`src/rtl/adder_seq_ctrl_pkg.sv`:
```
// Shared definitions for the multi-precision add/subtract sequencer:
// default widths, the controller state type and the signed-overflow rule.
package adder_seq_pkg;

    localparam int W_DEF        = 8;
    localparam int MAXWORDS_DEF = 16;

    typedef enum logic {
        ST_IDLE,
        ST_RUN
    } state_t;

    // Two's-complement overflow: operands agree in sign but the result does not
    function automatic logic signed_ovf(input logic a_msb, input logic b_msb, input logic s_msb);
        return (a_msb == b_msb) && (s_msb != a_msb);
    endfunction

endpackage

```
`src/rtl/adder_seq_ctrl_if.sv`:
```
// Command, operand, result and adder-pin bundle of the sequencer.
// The slave modport is the sequencer's view; master is the surrounding environment.
interface adder_seq_ctrl_if #(
    parameter int W  = 8,
    parameter int CW = 4
);
    logic          cmd_valid;
    logic          cmd_ready;
    logic [CW-1:0] cmd_nwords;
    logic          cmd_cin;
    logic          cmd_sub;

    logic          in_valid;
    logic          in_ready;
    logic [W-1:0]  in_a;
    logic [W-1:0]  in_b;

    logic          out_valid;
    logic          out_ready;
    logic [W-1:0]  out_sum;
    logic          out_last;
    logic          out_cout;
    logic          out_ovf;

    logic [W-1:0]  add_a;
    logic [W-1:0]  add_b;
    logic          add_cin;
    logic [W-1:0]  add_sum;
    logic          add_cout;

    modport slave (
        input  cmd_valid, cmd_nwords, cmd_cin, cmd_sub,
        input  in_valid, in_a, in_b,
        input  out_ready,
        input  add_sum, add_cout,
        output cmd_ready, in_ready,
        output out_valid, out_sum, out_last, out_cout, out_ovf,
        output add_a, add_b, add_cin
    );

    modport master (
        output cmd_valid, cmd_nwords, cmd_cin, cmd_sub,
        output in_valid, in_a, in_b,
        output out_ready,
        output add_sum, add_cout,
        input  cmd_ready, in_ready,
        input  out_valid, out_sum, out_last, out_cout, out_ovf,
        input  add_a, add_b, add_cin
    );
endinterface

```
`src/rtl/adder_seq_ctrl_outreg.sv`:
```
// Single-entry result register with valid/ready handshake; a pop and a load
// in the same cycle pass straight through so the stream keeps one word per cycle.
module adder_seq_outreg #(
    parameter int W = 8
) (
    input  logic         clk,
    input  logic         rst_n,
    input  logic         load,
    input  logic [W-1:0] d_sum,
    input  logic         d_last,
    input  logic         d_cout,
    input  logic         d_ovf,
    input  logic         out_ready,
    output logic         out_valid,
    output logic [W-1:0] out_sum,
    output logic         out_last,
    output logic         out_cout,
    output logic         out_ovf
);

    // Payload only changes on load, so it holds stable while stalled
    always_ff @(posedge clk or negedge rst_n) begin
        if (!rst_n) begin
            out_valid <= 1'b0;
            out_sum   <= '0;
            out_last  <= 1'b0;
            out_cout  <= 1'b0;
            out_ovf   <= 1'b0;
        end else if (load) begin
            out_valid <= 1'b1;
            out_sum   <= d_sum;
            out_last  <= d_last;
            out_cout  <= d_cout;
            out_ovf   <= d_ovf;
        end else if (out_ready) begin
            out_valid <= 1'b0;
        end
    end

endmodule

```
`src/rtl/adder_seq_ctrl.sv`:
```
// Multi-precision add/subtract sequencer: streams LSB-first word pairs through an
// external W-bit adder, chaining the carry and reporting final carry/borrow and overflow.
module adder_seq_ctrl
    import adder_seq_pkg::*;
#(
    parameter int W        = W_DEF,
    parameter int MAXWORDS = MAXWORDS_DEF,
    parameter int CW       = $clog2(MAXWORDS)
) (
    input  logic            clk,
    input  logic            rst_n,
    adder_seq_ctrl_if.slave bus
);

    state_t        state_q, state_d;
    logic [CW-1:0] cnt;
    logic [CW-1:0] nwords_q;
    logic          carry_q;
    logic          sub_q;

    logic cmd_ready_c;
    logic in_ready_c;
    logic cmd_fire;
    logic in_fire;
    logic is_last;
    logic d_cout;
    logic d_ovf;

    // Subtraction is A + ~B + ~borrow, so only the B word and carry sense flip
    assign bus.add_a   = bus.in_a;
    assign bus.add_b   = sub_q ? ~bus.in_b : bus.in_b;
    assign bus.add_cin = carry_q;

    assign is_last  = (cnt == nwords_q);
    assign cmd_fire = bus.cmd_valid && cmd_ready_c;
    assign in_fire  = bus.in_valid && in_ready_c;
    assign d_cout   = is_last && (sub_q ? ~bus.add_cout : bus.add_cout);
    assign d_ovf    = is_last && signed_ovf(bus.add_a[W-1], bus.add_b[W-1], bus.add_sum[W-1]);

    assign bus.cmd_ready = cmd_ready_c;
    assign bus.in_ready  = in_ready_c;

    always_ff @(posedge clk or negedge rst_n) begin
        if (!rst_n) begin
            state_q <= ST_IDLE;
        end else begin
            state_q <= state_d;
        end
    end

    always_comb begin
        state_d     = state_q;
        cmd_ready_c = 1'b0;
        in_ready_c  = 1'b0;
        case (state_q)
            ST_IDLE: begin
                cmd_ready_c = 1'b1;
                if (bus.cmd_valid) begin
                    state_d = ST_RUN;
                end
            end
            ST_RUN: begin
                in_ready_c = !bus.out_valid || bus.out_ready;
                if (bus.in_valid && in_ready_c && is_last) begin
                    state_d = ST_IDLE;
                end
            end
            default: state_d = ST_IDLE;
        endcase
    end

    // Counter restarts on the last word so it never runs past nwords_q
    always_ff @(posedge clk or negedge rst_n) begin
        if (!rst_n) begin
            cnt      <= '0;
            nwords_q <= '0;
            carry_q  <= 1'b0;
            sub_q    <= 1'b0;
        end else if (cmd_fire) begin
            cnt      <= '0;
            nwords_q <= bus.cmd_nwords;
            sub_q    <= bus.cmd_sub;
            carry_q  <= bus.cmd_sub ? ~bus.cmd_cin : bus.cmd_cin;
        end else if (in_fire) begin
            cnt      <= is_last ? '0 : cnt + 1'b1;
            carry_q  <= bus.add_cout;
        end
    end

    adder_seq_outreg #(
        .W(W)
    ) u_outreg (
        .clk       (clk),
        .rst_n     (rst_n),
        .load      (in_fire),
        .d_sum     (bus.add_sum),
        .d_last    (is_last),
        .d_cout    (d_cout),
        .d_ovf     (d_ovf),
        .out_ready (bus.out_ready),
        .out_valid (bus.out_valid),
        .out_sum   (bus.out_sum),
        .out_last  (bus.out_last),
        .out_cout  (bus.out_cout),
        .out_ovf   (bus.out_ovf)
    );

endmodule

```
`src/flat_wrapper.sv`:
```
// flat-port wrapper written by rule: the top's interface ports become plain ports
module adder_seq_ctrl_flat import adder_seq_pkg::*;
#(
    parameter int W        = W_DEF,
    parameter int MAXWORDS = MAXWORDS_DEF,
    parameter int CW       = $clog2(MAXWORDS)
)
  (clk, rst_n, bus_cmd_valid, bus_cmd_nwords, bus_cmd_cin, bus_cmd_sub, bus_in_valid, bus_in_a, bus_in_b, bus_out_ready, bus_add_sum, bus_add_cout, bus_cmd_ready, bus_in_ready, bus_out_valid, bus_out_sum, bus_out_last, bus_out_cout, bus_out_ovf, bus_add_a, bus_add_b, bus_add_cin);
  adder_seq_ctrl_if #(.W(W), .CW(CW)) bus_i ();
  input  logic clk;
  input  logic rst_n;
  input wire logic [$bits(bus_i.cmd_valid)-1:0] bus_cmd_valid;
  input wire logic [$bits(bus_i.cmd_nwords)-1:0] bus_cmd_nwords;
  input wire logic [$bits(bus_i.cmd_cin)-1:0] bus_cmd_cin;
  input wire logic [$bits(bus_i.cmd_sub)-1:0] bus_cmd_sub;
  input wire logic [$bits(bus_i.in_valid)-1:0] bus_in_valid;
  input wire logic [$bits(bus_i.in_a)-1:0] bus_in_a;
  input wire logic [$bits(bus_i.in_b)-1:0] bus_in_b;
  input wire logic [$bits(bus_i.out_ready)-1:0] bus_out_ready;
  input wire logic [$bits(bus_i.add_sum)-1:0] bus_add_sum;
  input wire logic [$bits(bus_i.add_cout)-1:0] bus_add_cout;
  output wire logic [$bits(bus_i.cmd_ready)-1:0] bus_cmd_ready;
  output wire logic [$bits(bus_i.in_ready)-1:0] bus_in_ready;
  output wire logic [$bits(bus_i.out_valid)-1:0] bus_out_valid;
  output wire logic [$bits(bus_i.out_sum)-1:0] bus_out_sum;
  output wire logic [$bits(bus_i.out_last)-1:0] bus_out_last;
  output wire logic [$bits(bus_i.out_cout)-1:0] bus_out_cout;
  output wire logic [$bits(bus_i.out_ovf)-1:0] bus_out_ovf;
  output wire logic [$bits(bus_i.add_a)-1:0] bus_add_a;
  output wire logic [$bits(bus_i.add_b)-1:0] bus_add_b;
  output wire logic [$bits(bus_i.add_cin)-1:0] bus_add_cin;
  assign bus_i.cmd_valid = bus_cmd_valid;
  assign bus_i.cmd_nwords = bus_cmd_nwords;
  assign bus_i.cmd_cin = bus_cmd_cin;
  assign bus_i.cmd_sub = bus_cmd_sub;
  assign bus_i.in_valid = bus_in_valid;
  assign bus_i.in_a = bus_in_a;
  assign bus_i.in_b = bus_in_b;
  assign bus_i.out_ready = bus_out_ready;
  assign bus_i.add_sum = bus_add_sum;
  assign bus_i.add_cout = bus_add_cout;
  assign bus_cmd_ready = bus_i.cmd_ready;
  assign bus_in_ready = bus_i.in_ready;
  assign bus_out_valid = bus_i.out_valid;
  assign bus_out_sum = bus_i.out_sum;
  assign bus_out_last = bus_i.out_last;
  assign bus_out_cout = bus_i.out_cout;
  assign bus_out_ovf = bus_i.out_ovf;
  assign bus_add_a = bus_i.add_a;
  assign bus_add_b = bus_i.add_b;
  assign bus_add_cin = bus_i.add_cin;
  adder_seq_ctrl #(.W(W), .MAXWORDS(MAXWORDS), .CW(CW)) u_core (.clk(clk), .rst_n(rst_n), .bus(bus_i));
endmodule
```
`config.mk`:
```
export PLATFORM = sky130hd
export DESIGN_NAME = adder_seq_ctrl_flat
export DESIGN_NICKNAME = d
export VERILOG_FILES = /design/src/rtl/adder_seq_ctrl_pkg.sv /design/src/rtl/adder_seq_ctrl_if.sv /design/src/rtl/adder_seq_ctrl_outreg.sv /design/src/rtl/adder_seq_ctrl.sv /design/src/flat_wrapper.sv
export SDC_FILE = /design/constraint.sdc
export NUM_CORES = 1
export LEC_CHECK = 0
export ABC_AREA = 1
export CAP_MARGIN = 20
export CORE_MARGIN = 5
export CORE_UTILIZATION = 30
export CTS_CLUSTER_SIZE = 24
export DETAILED_ROUTE_END_ITERATION = 8
export GPL_ROUTABILITY_DRIVEN = 0
export PLACE_DENSITY = 0.69
export SLEW_MARGIN = 20
export SYNTH_ARGS = -nofsm -noshare
export SYNTH_HDL_FRONTEND = slang
export SYNTH_SLANG_ARGS = --single-unit
```
`constraint.sdc`:
```
create_clock -name clk -period 0.9 [get_ports clk]
set_input_delay 0.135 -clock clk [delete_from_list [all_inputs] [get_ports clk]]
set_output_delay 0.135 -clock clk [all_outputs]
set_load 0.005 [all_outputs]
```
==> run metrics <==
WL final 3360 um; Mapped Area 1210 um^2; fmax 795 MHz; CTS H-tree lvls 1; Finished Layout Cells 293; async set or reset register ratio after synthesis 100%; initial antenna violation count 0; reg2reg path depth 7; switching share of power 37.6%; failing checks negative setup slack; Total GRT Usage 12.4%; CP endpoint bus_add_b[0]; Crit. End Element output pin; Sequential Power Share 29.0%; Max Slew Vio Count 0; synth unique cells 17; total gr overflow 0; post-layout util 56.4%; number of synthesized flops with an enable pin 0; Worst Slack Setup Final -0.358 ns; Leak 1.16 nW; net switching power 2.27 mW; clk_lat worst skew 0.26 ns; Synth top cells by count nand2_1 (65), dfrtp_1 (23), inv_1 (16), buf_4 (10), xor2_1 (9); Ports 67; final hold violations 0; unrepaired setup endpoints after global routing yes; Syn Area/Cell 7.81 um^2; most frequent cell after synthesis nand2_1; n_diodes 0; fin crit share 140%; slew margin rel. 85.7%; Pwr Density 2720 nW/um^2; DR DRC count 0; Yosys top cell by area dfrtp_1; Initial Util 30.7%; Yosys top cell area share 47.6%; Clock Path Buffers 2; post-synthesis sequential area ratio 47.6%; part of the power in the clock network 10.8%; synth top area cells dfrtp_1 (48%), nand2_1 (20%), xor2_1 (6.5%); CTS root buf clkbuf_8; CTS Hold Bufs 0; final net count 281; Post-DP HPWL 2230 um; Comb pwr share 60.2%; CP Max Fanout 5; Seq cells post-synth 23; layout cells sized above 1 49.8%; Avg WL per Cell 11.5 um; placed instance count 268; crit path kind reg2out; outcome finished with violations; number of detailed-route iterations in the first pass 4; flop-to-flop setup slack -0.32 ns; worst setup path startpoint u_core.sub_q; crit path DAT 1.12 ns; Worst Clk Skew 0.00392 ns; Max-cap violations 0; post-layout min period 1.26 ns; Syn. warnings 0; Worst-Margin Slew 0.214 ns; largest net degree at the start of global routing 24; worst slack at placement -0.543 ns; hold crit path type in2async; CORE AREA 3940 um^2; top_reg_cell synth dfrtp_1; vias in the first global route 1252; DR vias 1264; First DRT Iteration DRCs 21; total CTS buffers 3; VDD IR max 1.21 mV; Crit Reg-Reg Startpoint u_core.u_outreg.out_valid; Worst EP required 0.76 ns; Buffers on Ports 52; RR Endpoint u_core.bus.add_cin; area grow syn2layout 83.7%; Die Width 73.5 um; via density per instance 4.31; Synth Instances 155; Mapped Nets 192; antenna-violating nets left 0; Site Rows 23; Die H 73.5 um; die area 5400 um^2; TritonCTS clock tree built; Internal 3.77 mW; setup violators final 45; CTS clk-pin slew, worst paths 0.09 ns; global-route wire length before repair 5310 um; CP Launch Type flop; CTS Sinks 23
-- cells in the final DEF (no fill, tap or decap) --
cell type	synthesis	routed
inv_4	0	2
o21ai_0	7	1
buf_4	10	28
dfrtp_2	0	2
nand2_4	0	5
buf_6	0	17
dfrtp_1	23	21
clkbuf_8	0	3
buf_2	2	21
nand2_1	65	41
xor2_1	9	8
nand2_2	1	20
nor2_4	0	3
o21ai_1	2	2
a21oi_1	3	2
buf_8	0	1
nor2_2	2	2
nand4_1	5	5
o21ai_2	0	6
ha_2	0	1
clkdlybuf4s50_1	0	28
buf_12	0	1
inv_2	2	4
inv_8	0	1
nand3_1	3	3
a21oi_2	0	1
inv_1	16	11
clkinv_2	0	1
xor2_2	0	1
nand3_4	0	1
-- how the worst min path moves through the flow --
stage	start	end	slack (ns)	depth (start not counted)
final	rst_n	u_core.nwords_q[1]	0.21	2
after global routing	rst_n	u_core.nwords_q[1]	0.23	2
after CTS	rst_n	u_core.nwords_q[0]	0.21	2
after detailed placement	bus_in_a[0]	bus_add_a[0]	0.27	0
after global placement	bus_in_a[0]	bus_add_a[0]	0.27	0
after floorplan	rst_n	u_core.bus.add_cin	-0.16	0
-- per-stage QoR --
stage | area (um^2) | TNS, ns | hold slack (ns) | total power [mW]
global route | 2220 | -11.49 | 0.230 | 6.54
CTS | 1990 | -7.78 | 0.215 | 5.41
detailed placement | 1910 | -13.84 | 0.270 | 4.70
global placement | 1910 | -13.58 | 0.270 | 4.65
floorplan | 1250 | -1.24 | -0.161 | 3.07
finish | 2220 | -9.08 | 0.206 | 6.04
-- power by group through the flow --
stage	sequential, mW	clock, mW	combinational (mW)
after global routing	1.80	0.709	4.03
final	1.75	0.654	3.64
after global placement	1.79	0	2.85
after CTS	1.74	0.671	3.00
after detailed placement	1.81	0	2.89
after floorplan	1.75	0	1.32
-- state kept, by name, summed over array words and instances, names as in the netlist --
register,cells
u_core.u_outreg.out_sum,8
u_core.bus.add_cin,1
u_core.sub_q,1
u_core.u_outreg.out_ovf,1
u_core.u_outreg.out_valid,1
u_core.state_q,1
u_core.nwords_q,4
u_core.u_outreg.out_last,1
u_core.u_outreg.out_cout,1
u_core.cnt,4
-- cell type report --
class	count	area [um^2]
Multi-Input combinational cell	102	633
Inverter	18	80.1
Sequential cell	23	578
Clock inverter	1	5.00
Fill cell	382	1720
Tap cell	50	62.6
Clock buffer	3	41.3
Timing Repair Buffer	96	822
-- timing repair --
action | in CTS | in global routing
gates resized for setup | 126 | 39
endpoints found under the setup margin | 47 | 46
setup buffers | 9 | 13
pin swaps | 12 | 8
-- routing by layer --
layer	vias up	wire [um]	GRT usage, %
met5	-	0	0
met4	0	35	5.03
met3	2	311	3.83
met2	42	1680	20.6
met1	576	1340	14.9
li1	644	-	-
-- cell families (layout without fill, tap and decap cells) --
family          after synthesis  count (layout)  share of synthesized area [%]
compound gates               12              12                           4.96
xor+xnor                      9               9                           6.52
fa+ha+maj                     1               1                           1.03
buf+inv                      30             118                           12.6
flops                        23              23                           47.6
simple gates                 80              80                           27.3
-- critical path, stage by stage (launching register included) --
cell and delay [ns]:
dfrtp_2 0.44, buf_6 0.14, xor2_1 0.15, buf_2 0.12
Power figures use the tool's default switching activity.
